<file path="src/rtl/ucie_ig_seq.sv">
`default_nettype none
// ============================================================================
// Module   : ucie_ig_seq
// Brief    : Loads a host word stream into the UCIe ingress pattern buffer,
//            programs its pointers, enables replay and waits for completion.
// Revision : 1.0 - initial release
// ============================================================================
module ucie_ig_seq #(
    parameter int DEPTH  = 32,
    parameter int DWIDTH = 32,
    localparam int PW    = $clog2(DEPTH)
) (
    input  logic              i_hclk,
    input  logic              i_hreset,
    input  logic              i_start,
    input  logic              i_abort,
    input  logic              i_loop_mode,
    input  logic [3:0]        i_num_loops,
    input  logic              i_data_valid,
    input  logic [DWIDTH-1:0] i_data,
    input  logic              i_data_last,
    output logic              o_data_ready,
    output logic              o_ig_wdata_clr,
    output logic [DWIDTH-1:0] o_ig_wdata,
    output logic              o_ig_wdata_upd,
    output logic              o_ig_load_ptr,
    output logic [PW-1:0]     o_ig_start_ptr,
    output logic [PW-1:0]     o_ig_stop_ptr,
    output logic              o_ig_loop_mode,
    output logic [3:0]        o_ig_num_loops,
    output logic              o_ig_wdata_en,
    input  logic              i_ig_write_done,
    input  logic              i_ig_overflow,
    output logic              o_busy,
    output logic              o_done,
    output logic              o_error,
    output logic [PW:0]       o_word_cnt
);

    localparam logic [PW:0] c_cnt_last = (PW+1)'(DEPTH - 1);

    typedef enum logic [2:0] {
        S_IDLE = 3'd0,
        S_CLR  = 3'd1,
        S_LOAD = 3'd2,
        S_UPD  = 3'd3,
        S_PTR  = 3'd4,
        S_RUN  = 3'd5,
        S_DONE = 3'd6
    } state_t;

    state_t              state_q, state_d;
    logic [DWIDTH-1:0]   wdata_q, wdata_d;
    logic                last_q, last_d;
    logic [PW:0]         cnt_q, cnt_d;
    logic [PW-1:0]       stop_q, stop_d;
    logic                loop_q, loop_d;
    logic [3:0]          num_q, num_d;
    logic                err_q, err_d;

    always_ff @(posedge i_hclk) begin
        if (i_hreset) begin
            state_q <= S_IDLE;
            wdata_q <= '0;
            last_q  <= 1'b0;
            cnt_q   <= '0;
            stop_q  <= '0;
            loop_q  <= 1'b0;
            num_q   <= '0;
            err_q   <= 1'b0;
        end else begin
            state_q <= state_d;
            wdata_q <= wdata_d;
            last_q  <= last_d;
            cnt_q   <= cnt_d;
            stop_q  <= stop_d;
            loop_q  <= loop_d;
            num_q   <= num_d;
            err_q   <= err_d;
        end
    end

    always_comb begin
        state_d = state_q;
        wdata_d = wdata_q;
        last_d  = last_q;
        cnt_d   = cnt_q;
        stop_d  = stop_q;
        loop_d  = loop_q;
        num_d   = num_q;
        err_d   = err_q;
        case (state_q)
            S_IDLE: begin
                if (i_start) begin
                    state_d = S_CLR;
                    loop_d  = i_loop_mode;
                    num_d   = i_num_loops;
                    cnt_d   = '0;
                    stop_d  = '0;
                    err_d   = 1'b0;
                end
            end
            S_CLR:  state_d = S_LOAD;
            S_LOAD: begin
                if (i_data_valid) begin
                    wdata_d = i_data;
                    last_d  = i_data_last;
                    state_d = S_UPD;
                end
            end
            S_UPD: begin
                cnt_d = cnt_q + 1'b1;
                // cnt_q is the pre-increment count, i.e. exactly the index of the word just committed
                if (last_q || (cnt_q == c_cnt_last)) begin
                    stop_d  = cnt_q[PW-1:0];
                    err_d   = err_q | ~last_q;
                    state_d = S_PTR;
                end else begin
                    state_d = S_LOAD;
                end
            end
            S_PTR:  state_d = S_RUN;
            S_RUN: begin
                if (i_ig_overflow) begin
                    err_d   = 1'b1;
                    state_d = S_DONE;
                end else if (i_ig_write_done) begin
                    state_d = S_DONE;
                end
            end
            S_DONE:  state_d = S_IDLE;
            default: state_d = S_IDLE;
        endcase

        // Abort freezes every register and only returns the FSM to IDLE
        if (i_abort && (state_q != S_IDLE)) begin
            state_d = S_IDLE;
            wdata_d = wdata_q;
            last_d  = last_q;
            cnt_d   = cnt_q;
            stop_d  = stop_q;
            err_d   = err_q;
        end
    end

    assign o_data_ready   = (state_q == S_LOAD);
    assign o_ig_wdata_clr = (state_q == S_CLR);
    assign o_ig_wdata_upd = (state_q == S_UPD);
    assign o_ig_load_ptr  = (state_q == S_PTR);
    assign o_ig_wdata_en  = (state_q == S_RUN);
    assign o_done         = (state_q == S_DONE);
    assign o_busy         = (state_q != S_IDLE);
    assign o_ig_wdata     = wdata_q;
    assign o_ig_start_ptr = '0;
    assign o_ig_stop_ptr  = stop_q;
    assign o_ig_loop_mode = loop_q;
    assign o_ig_num_loops = num_q;
    assign o_error        = err_q;
    assign o_word_cnt     = cnt_q;

endmodule
`default_nettype wire

</file>
<file path="config.mk">
export PLATFORM = sky130hd
export DESIGN_NAME = ucie_ig_seq
export DESIGN_NICKNAME = d
export VERILOG_FILES = /design/src/rtl/ucie_ig_seq.sv
export SDC_FILE = /design/constraint.sdc
export NUM_CORES = 1
export LEC_CHECK = 0
export ABC_AREA = 1
export BUFFER_PORTS_ARGS = -buffer_cell sky130_fd_sc_hd__buf_2
export CELL_PAD_IN_SITES_DETAIL_PLACEMENT = 0
export CELL_PAD_IN_SITES_GLOBAL_PLACEMENT = 2
export CORE_MARGIN = 2
export CORE_UTILIZATION = 25
export DETAILED_ROUTE_END_ITERATION = 12
export GPL_TIMING_DRIVEN = 0
export PLACE_DENSITY_LB_ADDON = 0.1
export SLEW_MARGIN = 20
export SYNTH_ARGS = -nofsm -noshare
export SYNTH_HDL_FRONTEND = slang
export SYNTH_SLANG_ARGS = --single-unit
export TNS_END_PERCENT = 5
</file>
<file path="constraint.sdc">
create_clock -name i_hclk -period 3.9 [get_ports i_hclk]
set_input_delay 0.195 -clock i_hclk [delete_from_list [all_inputs] [get_ports i_hclk]]
set_output_delay 0.195 -clock i_hclk [all_outputs]
set_load 0.02 [all_outputs]
</file>
==> After elaboration in Yosys (flattened, before gate mapping) <==
Index checks and enable logic that the tools add are counted.
{ "word_totals": {"ff_bits": 53, "elab_cells": 52} }
{ "op_classes": {"eq_ne": 12, "mux": 15, "addsub": 1, "n_bitwise": 3, "reduce_logical": 13} }
{ "op_table": {"columns": ["op", "count"], "rows": [
  ["case mux 3 bit (6 select lines)", 1],
  ["2-to-1 mux 3 bit", 5],
  ["case mux 6 bit (2 select lines)", 1],
  ["2-to-1 mux 5 bit", 2],
  ["case mux 5 bit (2 select lines)", 1],
  ["equality test 3 bit, second input constant", 3],
  ["AND reduction 3 bit", 3],
  ["adder 6 x 1 -> 6 bit, second input constant", 1],
  ["equality test 3 x 2 -> 1 bit, second input constant", 2],
  ["equality test 6 x 5 -> 1 bit, second input constant", 1],
  ["2-to-1 mux 6 bit", 1],
  ["nonzero test 3 bit", 2],
  ["AND reduction 5 bit", 1],
  ["!= test 2 x 1 -> 1 bit, second input constant", 2],
  ["!= test 2 bit, second input constant", 2],
  ["AND reduction 4 bit", 1],
  ["equality test 3 x 1 -> 1 bit, second input constant", 1],
  ["logical NOT 3 bit", 1],
  ["2-to-1 mux 1 bit", 3],
  ["!= test 3 x 1 -> 1 bit, second input constant", 1],
  ["case mux 1 bit (3 select lines)", 1],
  ["inverter 1 bit", 2],
  ["AND reduction 2 bit", 1],
  ["nonzero test 2 bit", 1],
  ["other kinds (4)", 4]
]} }

==> Longest topological paths before layout <==
Gate-level depths: netlist (run 1).
{ "logic_depth": {"ltp_word": 4, "depth_mapped": 10, "depth_no_buf": 9} }

==> Least setup slack after synthesis (run 1) <==
No wires, ideal clock.
{ "synth_timing": {"path_kind": "reg2reg", "startpoint": "register cnt_q[1] (netlist: o_word_cnt[1])", "endpoint": "register stop_q[0] (netlist: o_ig_stop_ptr[0])", "t_arrival_ns": 1.378, "t_required_ns": 3.830, "period_less_slack_ns": 1.448, "setup_time_ns": 0.070, "setup_slack_ns": 2.452, "stages_incl_launch_ff": 10, "path_cell_list": "dfxtp_1 -> ha_1 -> nand2_1 -> nor2_1 -> nand2_1 -> nand2_1 -> nand2_1 -> nor2_1 -> nand2_1 -> a21oi_1"} }
{ "synth_via": {"elab_chain_cells": 4} }
{ "synth_rtl": {"columns": ["item", "line_no", "source"], "rows": [
  ["start: declaration", "55", "logic [PW:0] cnt_q, cnt_d;"],
  ["start signal: assignment", "75", "cnt_q <= cnt_d;"],
  ["equality test 6 x 5 -> 1 bit", "114", "if (last_q || (cnt_q == c_cnt_last)) begin"],
  ["logical OR 1 bit", "114", null],
  ["!= test 2 x 1 -> 1 bit (no source line)", null, null],
  ["AND reduction 4 bit (no source line)", null, null],
  ["end signal: assignment", "76", "stop_q <= stop_d;"],
  ["end: declaration", "56", "logic [PW-1:0] stop_q, stop_d;"]
]} }
Every way passes these cells.
A chain may end at the register's enable or synchronous reset.

==> Final worst setup path (run 1) <==
{ "layout_timing": {"startpoint": "register cnt_q[0] (netlist: o_word_cnt[0])", "endpoint": "register stop_q[0] (netlist: o_ig_stop_ptr[0])"} }
{ "layout_via": {"elab_chain_cells": 4, "elab_cells_between_ends": 6} }
{ "layout_rtl": {"columns": ["item", "line_no"], "rows": [
  ["equality test 6 x 5 -> 1 bit", "114"],
  ["logical OR 1 bit", "114"],
  ["!= test 2 x 1 -> 1 bit (no source line)", null],
  ["AND reduction 4 bit (no source line)", null]
]} }
Parallel ways exist; a longest one is shown, timed or not. The select of a mux whose other input is x is not followed.

==> results.sh, run 1 <==
export IMPL_status="finished clean"
export IMPL_path_max_fanout=5
export IMPL_htree_num_levels=2
export IMPL_yosys_area_top_type="dfxtp_1"
export IMPL_yosys_top_cells_area="dfxtp_1, nor2_1, o21ai_0"
export IMPL_core_mm2=0.00868
export IMPL_pin_count=106
export IMPL_drive_gt1_share_pct=32.3
export IMPL_hold_buffers=0
export IMPL_cpMaxStageDelayCell="dfxtp_1"
export IMPL_grt_pass1_vias=2045
export IMPL_wirelength_um=6190
export IMPL_drc=0
export IMPL_initial_core_util_pct=25.6
export IMPL_via_per_inst=4.23
export IMPL_n_antenna_cell=0
export IMPL_cts_tree="built"
export IMPL_gp_congestion=0.781
export IMPL_cts_root_buf="clkbuf_8"
export IMPL_arrival_ps=1770
export IMPL_num_rows=34
export IMPL_die_x_um=98.2
export IMPL_cts_resized=0
export IMPL_post_drt_wl_per_cell_um=12.0
export IMPL_cts_setup_buffers=0
export IMPL_grt_overflow_total=0
export IMPL_register_area_mm2=0.00106
export IMPL_num_fill_cells=1012
export IMPL_cp_end_kind="flop"
export IMPL_rsz0062_at_grt="false"
export IMPL_hold_viol=0
export IMPL_fmax_mhz=653
export IMPL_leakagePower_uw=0.00145
export IMPL_min_period_ps=1530
export IMPL_clockBufferDepth=2
export IMPL_grt_first_pass_wirelength_um=10000
export IMPL_peakVddDrop_v=0.000151
export IMPL_nets=454
export IMPL_dr_pass1_iters=6
export IMPL_finClkSkew_ps=2.68
export IMPL_grt_max_degree=17
export IMPL_cap_viol_max_count=0
export IMPL_crit_type="flop to flop"
export IMPL_ys_ff_latch=53
export IMPL_required_ps=4140
export IMPL_clk_pin_slew_ps=100
export IMPL_die_area_mm2=0.00964
export IMPL_finalSetupTns_ps=0
export IMPL_worst_skew_pair_late_latency_ps=300
export IMPL_antenna_found_initial=0
export IMPL_cts_buffers=5
export IMPL_place_port_buffers=99
export IMPL_cp_common_cell="nand2_1"
export IMPL_grt_total_usage_pct=12.8
export IMPL_critical_path_max_stage_delay_ps=420
export IMPL_crit_chain="ha_1, nand2_1, nor2_1, nand2_1, nand2_1, nand2_1, nor2_1, nand2_1, a21oi_1"
export IMPL_drtIter0Drc=31
export IMPL_syn_avg_cell_area_um2=7.44
export IMPL_min_path_type="input port to flop"
export IMPL_cts_sinks=53
export IMPL_ant_nets=0
export IMPL_synth_distinct_cells=26
export IMPL_multi_input_area_um2=956
export IMPL_cp_start_kind="flop"
export IMPL_post_route_period_util_pct=39.3
export IMPL_netlist_instances=298
export IMPL_p_per_area_mw_per_mm2=439
export IMPL_worst_slack_ps=2370
export IMPL_syn2layout_area_growth_pct=34.1
export IMPL_report_final_slew_viol_count=0
export IMPL_synth_area_mm2=0.00222
export IMPL_setup_viol=0
export IMPL_dp_slack_ps=2360
export IMPL_route_vias_total=2186
export IMPL_min_path_cells=3
export IMPL_synth_top_cell_area_share_pct=47.8
export IMPL_yosysWarnings=0
export IMPL_ys_seq_area_share_pct=47.8
export IMPL_place_hpwl_um=4680
export IMPL_die_h_um=98.2
export IMPL_r2r_cells=9
worst paths after layout:
kind	startpoint	endpoint	slack [ps]
setup / recovery	o_word_cnt[0]	o_ig_stop_ptr[0]	2370
hold / removal	i_data[0]	o_ig_wdata[0]	140
setup reg to reg	o_word_cnt[0]	o_ig_stop_ptr[0]	2370
hold reg to reg	o_ig_num_loops[2]	o_ig_num_loops[2]	450
Yosys cell counts (all sizes together):
library cell,instances
nor3,2
clkbuf,7
clkinv,2
o21ai,39
nand3b,1
nand4,6
nor2,81
ha,1
conb,1
nand3,12
o21bai,2
dfxtp,53
buf,11
inv,23
nand2,37
a21oi,20
per-layer routing:
| layer | vias to the layer above | share of wire (%) | track usage [%] |
|---|---|---|---|
| met5 | - | 0 | 0 |
| met4 | 0 | 0.58 | 2.53 |
| met3 | 2 | 7.6 | 5.37 |
| met2 | 55 | 47 | 21.4 |
| met1 | 969 | 45 | 15.6 |
| li1 | 1160 | - | - |
worst max-delay path, delay by kind of cell, from the launching register on:
kind,cells,cell delay [ps]
AND/OR/NAND/NOR,7,710
flip-flops,1,420
adder cells (fa/ha/maj),1,230
AO/OA/AOI/OAI,1,120
metrics by stage:
step / hold WS [ps] / total power [uW] / cell area (um2) / cells / util [%]
global route: 124 / 1400 / 2980 / 517 / 34.3
finish: 136 / 1310 / 2980 / 517 / 34.3
floorplan: 358 / 840 / 2230 / 302 / -
detailed placement: 437 / 946 / 2860 / 509 / 33.0
CTS: 123 / 1330 / 2980 / 517 / 34.3
global placement: 432 / 945 / 2860 / 509 / 33.0
where the power goes:
part,total [uW],switching [uW],internal (uW)
combinational,327,213,114
clock,379,186,193
sequential,600,20.0,580
cell usage in the layout (no fill, tap or decap), drive strengths merged:
| master | Yosys | routed |
|---|---|---|
| dfxtp | 53 | 53 |
| nand4 | 6 | 6 |
| nand3 | 12 | 12 |
| inv | 23 | 23 |
| o21bai | 2 | 2 |
| bufinv | 0 | 1 |
| nand3b | 1 | 1 |
| ha | 1 | 1 |
| buf | 11 | 110 |
| o21ai | 39 | 39 |
| nor3 | 2 | 2 |
| clkbuf | 7 | 13 |
| clkinv | 2 | 3 |
| nand2 | 37 | 37 |
| conb | 1 | 5 |
| nor2 | 81 | 81 |
| a21oi | 20 | 20 |
logic make-up after synthesis:
group,share of synthesized area (%)
AO/OA/AOI/OAI,14.0
adder cells (fa/ha/maj),0.564
buffers and inverters,9.76
flip-flops,47.8
other,0.169
AND/OR/NAND/NOR,27.7
layout make-up:
class / count / share of cell area [%]
inverters: 25 / 3.24
plain buffers: 18 / 4.04
well taps: 108 / 4.54
multi-input cells: 206 / 32.1
repair buffers: 99 / 16.7
clock inverters: 2 / 1.30
clock buffers: 6 / 2.44
flip-flops and latches: 53 / 35.7
flip-flops by register name, indices dropped and copies added, names as in the netlist:
signal,cells
last_q,1
o_error,1
o_ig_loop_mode,1
o_ig_num_loops,4
o_ig_stop_ptr,5
o_ig_wdata,32
o_word_cnt,6
state_q,3
No activity file was read; power rests on OpenSTA's default activity.
==> run 2, diff against run 1 <==
- CORE_UTILIZATION: 25 -> 24
- clock period: 3.9 -> 1.5 ns (I/O delays scaled with it)
==> run 2 against run 1 <==
  * The flow now finishes with violations (negative hold slack)
  * Sequential power rose to 2.6 times the previous value
  * Sequential cell count unchanged
  * Global-route usage is 0.21 points lower
  * Critical path depth down 1
  * Cell count rose by 4.8%
  * Clock power rose to 2.8 times the previous value
  * Worst setup slack worse by 2300 ps
  * Clock-buffer cell count unchanged
  * Design area increased by 10%
==> results.sh, run 2 (synthesis results as in run 1) <==
export IMPL_cp_start_kind="flop"
export IMPL_via_per_inst=4.22
export IMPL_use_met2_pct=21.1
export IMPL_die_h_um=100
export IMPL_cpMaxStageDelayCell="dfxtp_1"
export IMPL_syn2layout_area_growth_pct=47.8
export IMPL_die_area_mm2=0.0100
export IMPL_cts_sinks=53
export IMPL_rrSetupSlack_ps=70
export IMPL_grt_first_pass_wirelength_um=9990
export IMPL_path_max_fanout=8
export IMPL_crit_family="simple AND/OR/NAND/NOR gates"
export IMPL_place_port_buffers=99
export IMPL_nets=476
export IMPL_crit_chain="buf_6, nor2_4, nand2_4, nand2_8, nand3_4, buf_2, o21ai_0, nor2_1"
export IMPL_grt_overflow_total=0
export IMPL_top_usage_layer="met2"
export IMPL_core_mm2=0.00911
export IMPL_antenna_found_initial=0
export IMPL_cp_end_kind="flop"
export IMPL_min_period_ps=1430
export IMPL_cts_root_buf="clkbuf_8"
export IMPL_met3_usage_pct=4.81
export IMPL_n_antenna_cell=0
export IMPL_post_route_period_util_pct=95.6
export IMPL_fin_util_pct=36.0
export IMPL_failed_checks="negative hold slack"
export IMPL_status="finished with violations"
export IMPL_wirelength_um=6680
export IMPL_largest_reg_flops=32
export IMPL_num_rows=35
export IMPL_p_per_area_mw_per_mm2=1080
export IMPL_drtIter0Drc=71
export IMPL_cts_buffers=5
export IMPL_htree_num_levels=2
export IMPL_worst_skew_pair_late_latency_ps=310
export IMPL_drc=0
export IMPL_pin_count=106
export IMPL_grt_max_degree=17
export IMPL_num_fill_cells=1043
export IMPL_finalSetupTns_ps=0
export IMPL_whs_ps=-4.19
export IMPL_rsz0062_at_grt="true"
export IMPL_clockBufferDepth=2
export IMPL_ant_nets=0
export IMPL_setup_viol=0
export IMPL_clk_pin_slew_ps=100
export IMPL_initial_core_util_pct=24.4
export IMPL_met1_usage_pct=15.0
export IMPL_grt_total_usage_pct=12.6
export IMPL_peakVddDrop_v=0.000503
export IMPL_grt_pass1_vias=2076
export IMPL_crit_type="flop to flop"
export IMPL_finalPower_uw=3560
export IMPL_report_final_slew_viol_count=0
export IMPL_min_path_type="input port to flop"
export IMPL_arrival_ps=1650
export IMPL_cts_tree="built"
export IMPL_fmax_mhz=698
export IMPL_route_vias_total=2285
export IMPL_dr_pass1_iters=4
export IMPL_gp_congestion=0.727
export IMPL_required_ps=1710
export IMPL_place_hpwl_um=4830
export IMPL_drive_gt1_share_pct=34.3
export IMPL_final_cell_mix="buf_2, nor2_1, dfxtp_1"
export IMPL_die_x_um=100
export IMPL_post_drt_wl_per_cell_um=12.3
export IMPL_final_common_cell="buf_2"
export IMPL_cap_viol_max_count=0
export IMPL_hold_viol=2
export IMPL_finClkSkew_ps=5.79
export IMPL_cp_num_buf_inv=2
export IMPL_critical_path_max_stage_delay_ps=320
export IMPL_leakagePower_uw=0.00154
run 2: cell types whose count changed in the layout (fill, tap and decap cells not counted), moves of 2 or more:
cell,before,now
o21ai_0,39,31
dfxtp_1,53,49
buf_6,4,6
clkbuf_2,3,0
dfxtp_2,0,2
buf_4,5,9
o21ai_1,0,8
nand3_2,1,4
dlygate4sd3_1,0,16
dfxtp_4,0,2
nand3_1,10,8
run 2: path summary, 6_finish.rpt:
| kind | startpoint | endpoint | cells past startpoint |
|---|---|---|---|
| hold / removal | i_data[13] | o_ig_wdata[13] | 3 |
| setup reg to reg | state_q[0] | o_ig_wdata[30] | 8 |
| hold reg to reg | o_ig_num_loops[0] | o_ig_num_loops[0] | 2 |
| setup / recovery | state_q[0] | o_ig_wdata[30] | 8 |
run 2: layout make-up:
| class | instances | area [um2] | share of cell area [%] |
|---|---|---|---|
| timing repair buffer | 120 | 691 | 21.1 |
| tap | 111 | 139 | 4.24 |
| inverter | 25 | 103 | 3.13 |
| sequential | 53 | 1070 | 32.7 |
| multi-input combinational | 207 | 1010 | 30.9 |
| clock buffer | 6 | 82.6 | 2.52 |
| buffer | 18 | 143 | 4.35 |
| clock inverter | 2 | 37.5 | 1.15 |
run 2: report_power, final:
group	switching [uW]	total [uW]	internal [uW]
Clock	503	1050	544
Sequential	56.0	1560	1510
Combinational	587	946	359
Total	1150	3560	2410
run 2: through the flow:
step | hold slack (ps) | std cells | worst slack (ps) | instance area (um2)
final | -4.19 | 542 | 66.6 | 3280
after global routing | 2.83 | 542 | -19.2 | 3280
after CTS | 0.625 | 535 | -5.03 | 3150
after detailed placement | 331 | 512 | -23.6 | 2870
after global placement | 322 | 512 | -22.6 | 2870
after floorplan | 238 | 302 | 52.0 | 2230
run 2: worst register-to-register path, stage by stage, from the launching register on:
cell and delay (ps):
dfxtp_1 320, buf_6 130, nor2_4 120, nand2_4 100, nand2_8 110, nand3_4 160
buf_2 200, o21ai_0 150, nor2_1 50
run 2: metal layers:
metal,share of wire (%),wire length (um),vias to the layer above
met1,43,2860,1005
met2,48,3190,66
met5,0,0,-
met3,8.4,560,6
li1,-,-,1208
met4,0.94,63,0
run 2: timing repair:
| action | in CTS | in global routing |
|---|---|---|
| buffers inserted | 0 | 3 |
| cloned | 0 | 3 |
| endpoints found under the setup margin | 12 | 38 |
| gates resized for setup | 7 | 30 |
| pin swaps | 0 | 3 |
| hold buffers | 15 | 1 |
| endpoints found under the hold margin | 15 | 1 |
==> run 3, diff against run 2 <==
- CORE_ASPECT_RATIO: default -> 0.7
==> run 3 against run 2 <==
  * Worst setup slack improved by 12 ps
  * The flow now finishes without violations
  * Critical path type unchanged
  * Design area fell by 2.7%
  * Sequential power barely moved
  * Clock-buffer cell count did not move
  * Non-clock buffer count fell by 17
  * Critical endpoint is now o_ig_wdata[1]
  * Highest routed layer is now met5
  * Die area rose by 0.13%
  * Hold slack improved by 23 ps
  * Total power rose by 5.3%
==> results.sh, run 3 (synthesis results as in run 1) <==
export IMPL_status="finished clean"
export IMPL_post_drt_wl_per_cell_um=12.5
export IMPL_place_port_buffers=99
export IMPL_cts_root_buf="clkbuf_16"
export IMPL_wirelength_um=6750
export IMPL_p_per_area_mw_per_mm2=1170
export IMPL_n_antenna_cell=0
export IMPL_pin_count=106
export IMPL_post_route_period_util_pct=94.8
export IMPL_grt_total_usage_pct=13.0
export IMPL_finClkSkew_ps=4.33
export IMPL_drc=0
export IMPL_clockBufferDepth=2
export IMPL_drtIter0Drc=126
export IMPL_nets=460
export IMPL_ant_nets=0
export IMPL_drive_gt1_share_pct=36.4
export IMPL_fin_util_pct=35.3
export IMPL_final_cell_mix="buf_2, nor2_1, dfxtp_1"
export IMPL_clk_pin_slew_ps=70
export IMPL_hold_viol=0
export IMPL_multi_input_area_mm2=0.00104
export IMPL_min_path_type="input port to flop"
export IMPL_peakVddDrop_v=0.000420
export IMPL_num_fill_cells=1009
export IMPL_die_h_um=84.4
export IMPL_finalPower_uw=3740
export IMPL_syn2layout_area_growth_pct=43.7
export IMPL_die_area_mm2=0.0100
export IMPL_dr_pass1_iters=4
export IMPL_setup_viol=0
export IMPL_route_vias_total=2236
export IMPL_register_area_mm2=0.00107
export IMPL_htree_num_levels=2
export IMPL_antenna_found_initial=1
export IMPL_cp_end_kind="flop"
export IMPL_rsz0062_at_grt="true"
export IMPL_num_rows=29
export IMPL_fmax_mhz=703
export IMPL_initial_core_util_pct=24.6
export IMPL_required_ps=1690
export IMPL_report_final_slew_viol_count=0
export IMPL_min_period_ps=1420
export IMPL_gp_congestion=0.692
export IMPL_core_mm2=0.00903
export IMPL_cts_sinks=53
export IMPL_place_hpwl_um=4960
export IMPL_largest_reg_flops=32
export IMPL_hold_buffers=0
export IMPL_cp_start_kind="flop"
export IMPL_cap_viol_max_count=0
export IMPL_die_x_um=119
export IMPL_worst_skew_pair_late_latency_ps=290
export IMPL_cts_tree="built"
export IMPL_grt_max_degree=17
export IMPL_grt_overflow_total=0
export IMPL_grt_pass1_vias=1974
export IMPL_crit_type="flop to flop"
export IMPL_cts_buffers=5
export IMPL_path_max_fanout=8
export IMPL_grt_first_pass_wirelength_um=10200
export IMPL_arrival_ps=1610
export IMPL_final_common_cell="buf_2"
export IMPL_via_per_inst=4.15
export IMPL_leakagePower_uw=0.00150
## run 3: cell type report
class	count	area share (%)
sequential	53	33.6
multi-input combinational	208	32.6
timing repair buffer	103	16.5
tap	124	4.87
buffer	18	4.47
clock buffer	6	4.36
inverter	25	3.18
clock inverter	2	0.432
## run 3: path summary, 6_finish.rpt
kind                        from        endpoint  slack [ps]  cells past startpoint
setup reg to reg      state_q[0]   o_ig_wdata[1]          80                      8
hold / removal        i_data[17]  o_ig_wdata[17]          20                      3
setup / recovery      state_q[0]   o_ig_wdata[1]          80                      8
hold reg to reg   o_ig_loop_mode  o_ig_loop_mode         450                      2
## run 3: worst max-delay path, stage by stage, from the launching register on
cell     delay (ps)
dfxtp_1         310
buf_6           130
nor2_4          140
nand2_4         100
nand2_8         110
nand3_4         140
buf_4           190
o21ai_0         150
nor2_1           50
## run 3: power by group
part,switching (uW),internal [uW]
Combinational,628,354
Sequential,57.3,1510
Clock,531,666
Total,1220,2530
## run 3: routing by layer
metal / share of wire (%) / vias up / wire length (um) / track usage (%)
li1: - / 1185 / - / -
met1: 51 / 979 / 3470 / 18.7
met2: 40 / 66 / 2670 / 17.8
met3: 8.3 / 4 / 561 / 5.57
met4: 0.50 / 2 / 34 / 3.25
met5: 0.16 / - / 11 / 0
## run 3: what timing repair did
action	in CTS	in global routing
resized for setup	8	31
buffers inserted	0	3
setup endpoints to repair	12	41
pin swaps	0	8
gates cloned	0	3
## run 3: through the flow
| stage | hold WS, ps | setup TNS [ps] | setup slack, ps | instances | area (um2) |
|---|---|---|---|---|---|
| after detailed placement | 332 | -160 | -116 | 525 | 2880 |
| after global routing | 28.2 | -258 | -24.0 | 539 | 3190 |
| after CTS | 21.9 | -2.32 | -2.32 | 533 | 3060 |
| after floorplan | 238 | 0 | 52.0 | 302 | 2230 |
| after global placement | 323 | -319 | -164 | 525 | 2880 |
| final | 19.0 | 0 | 78.5 | 539 | 3190 |
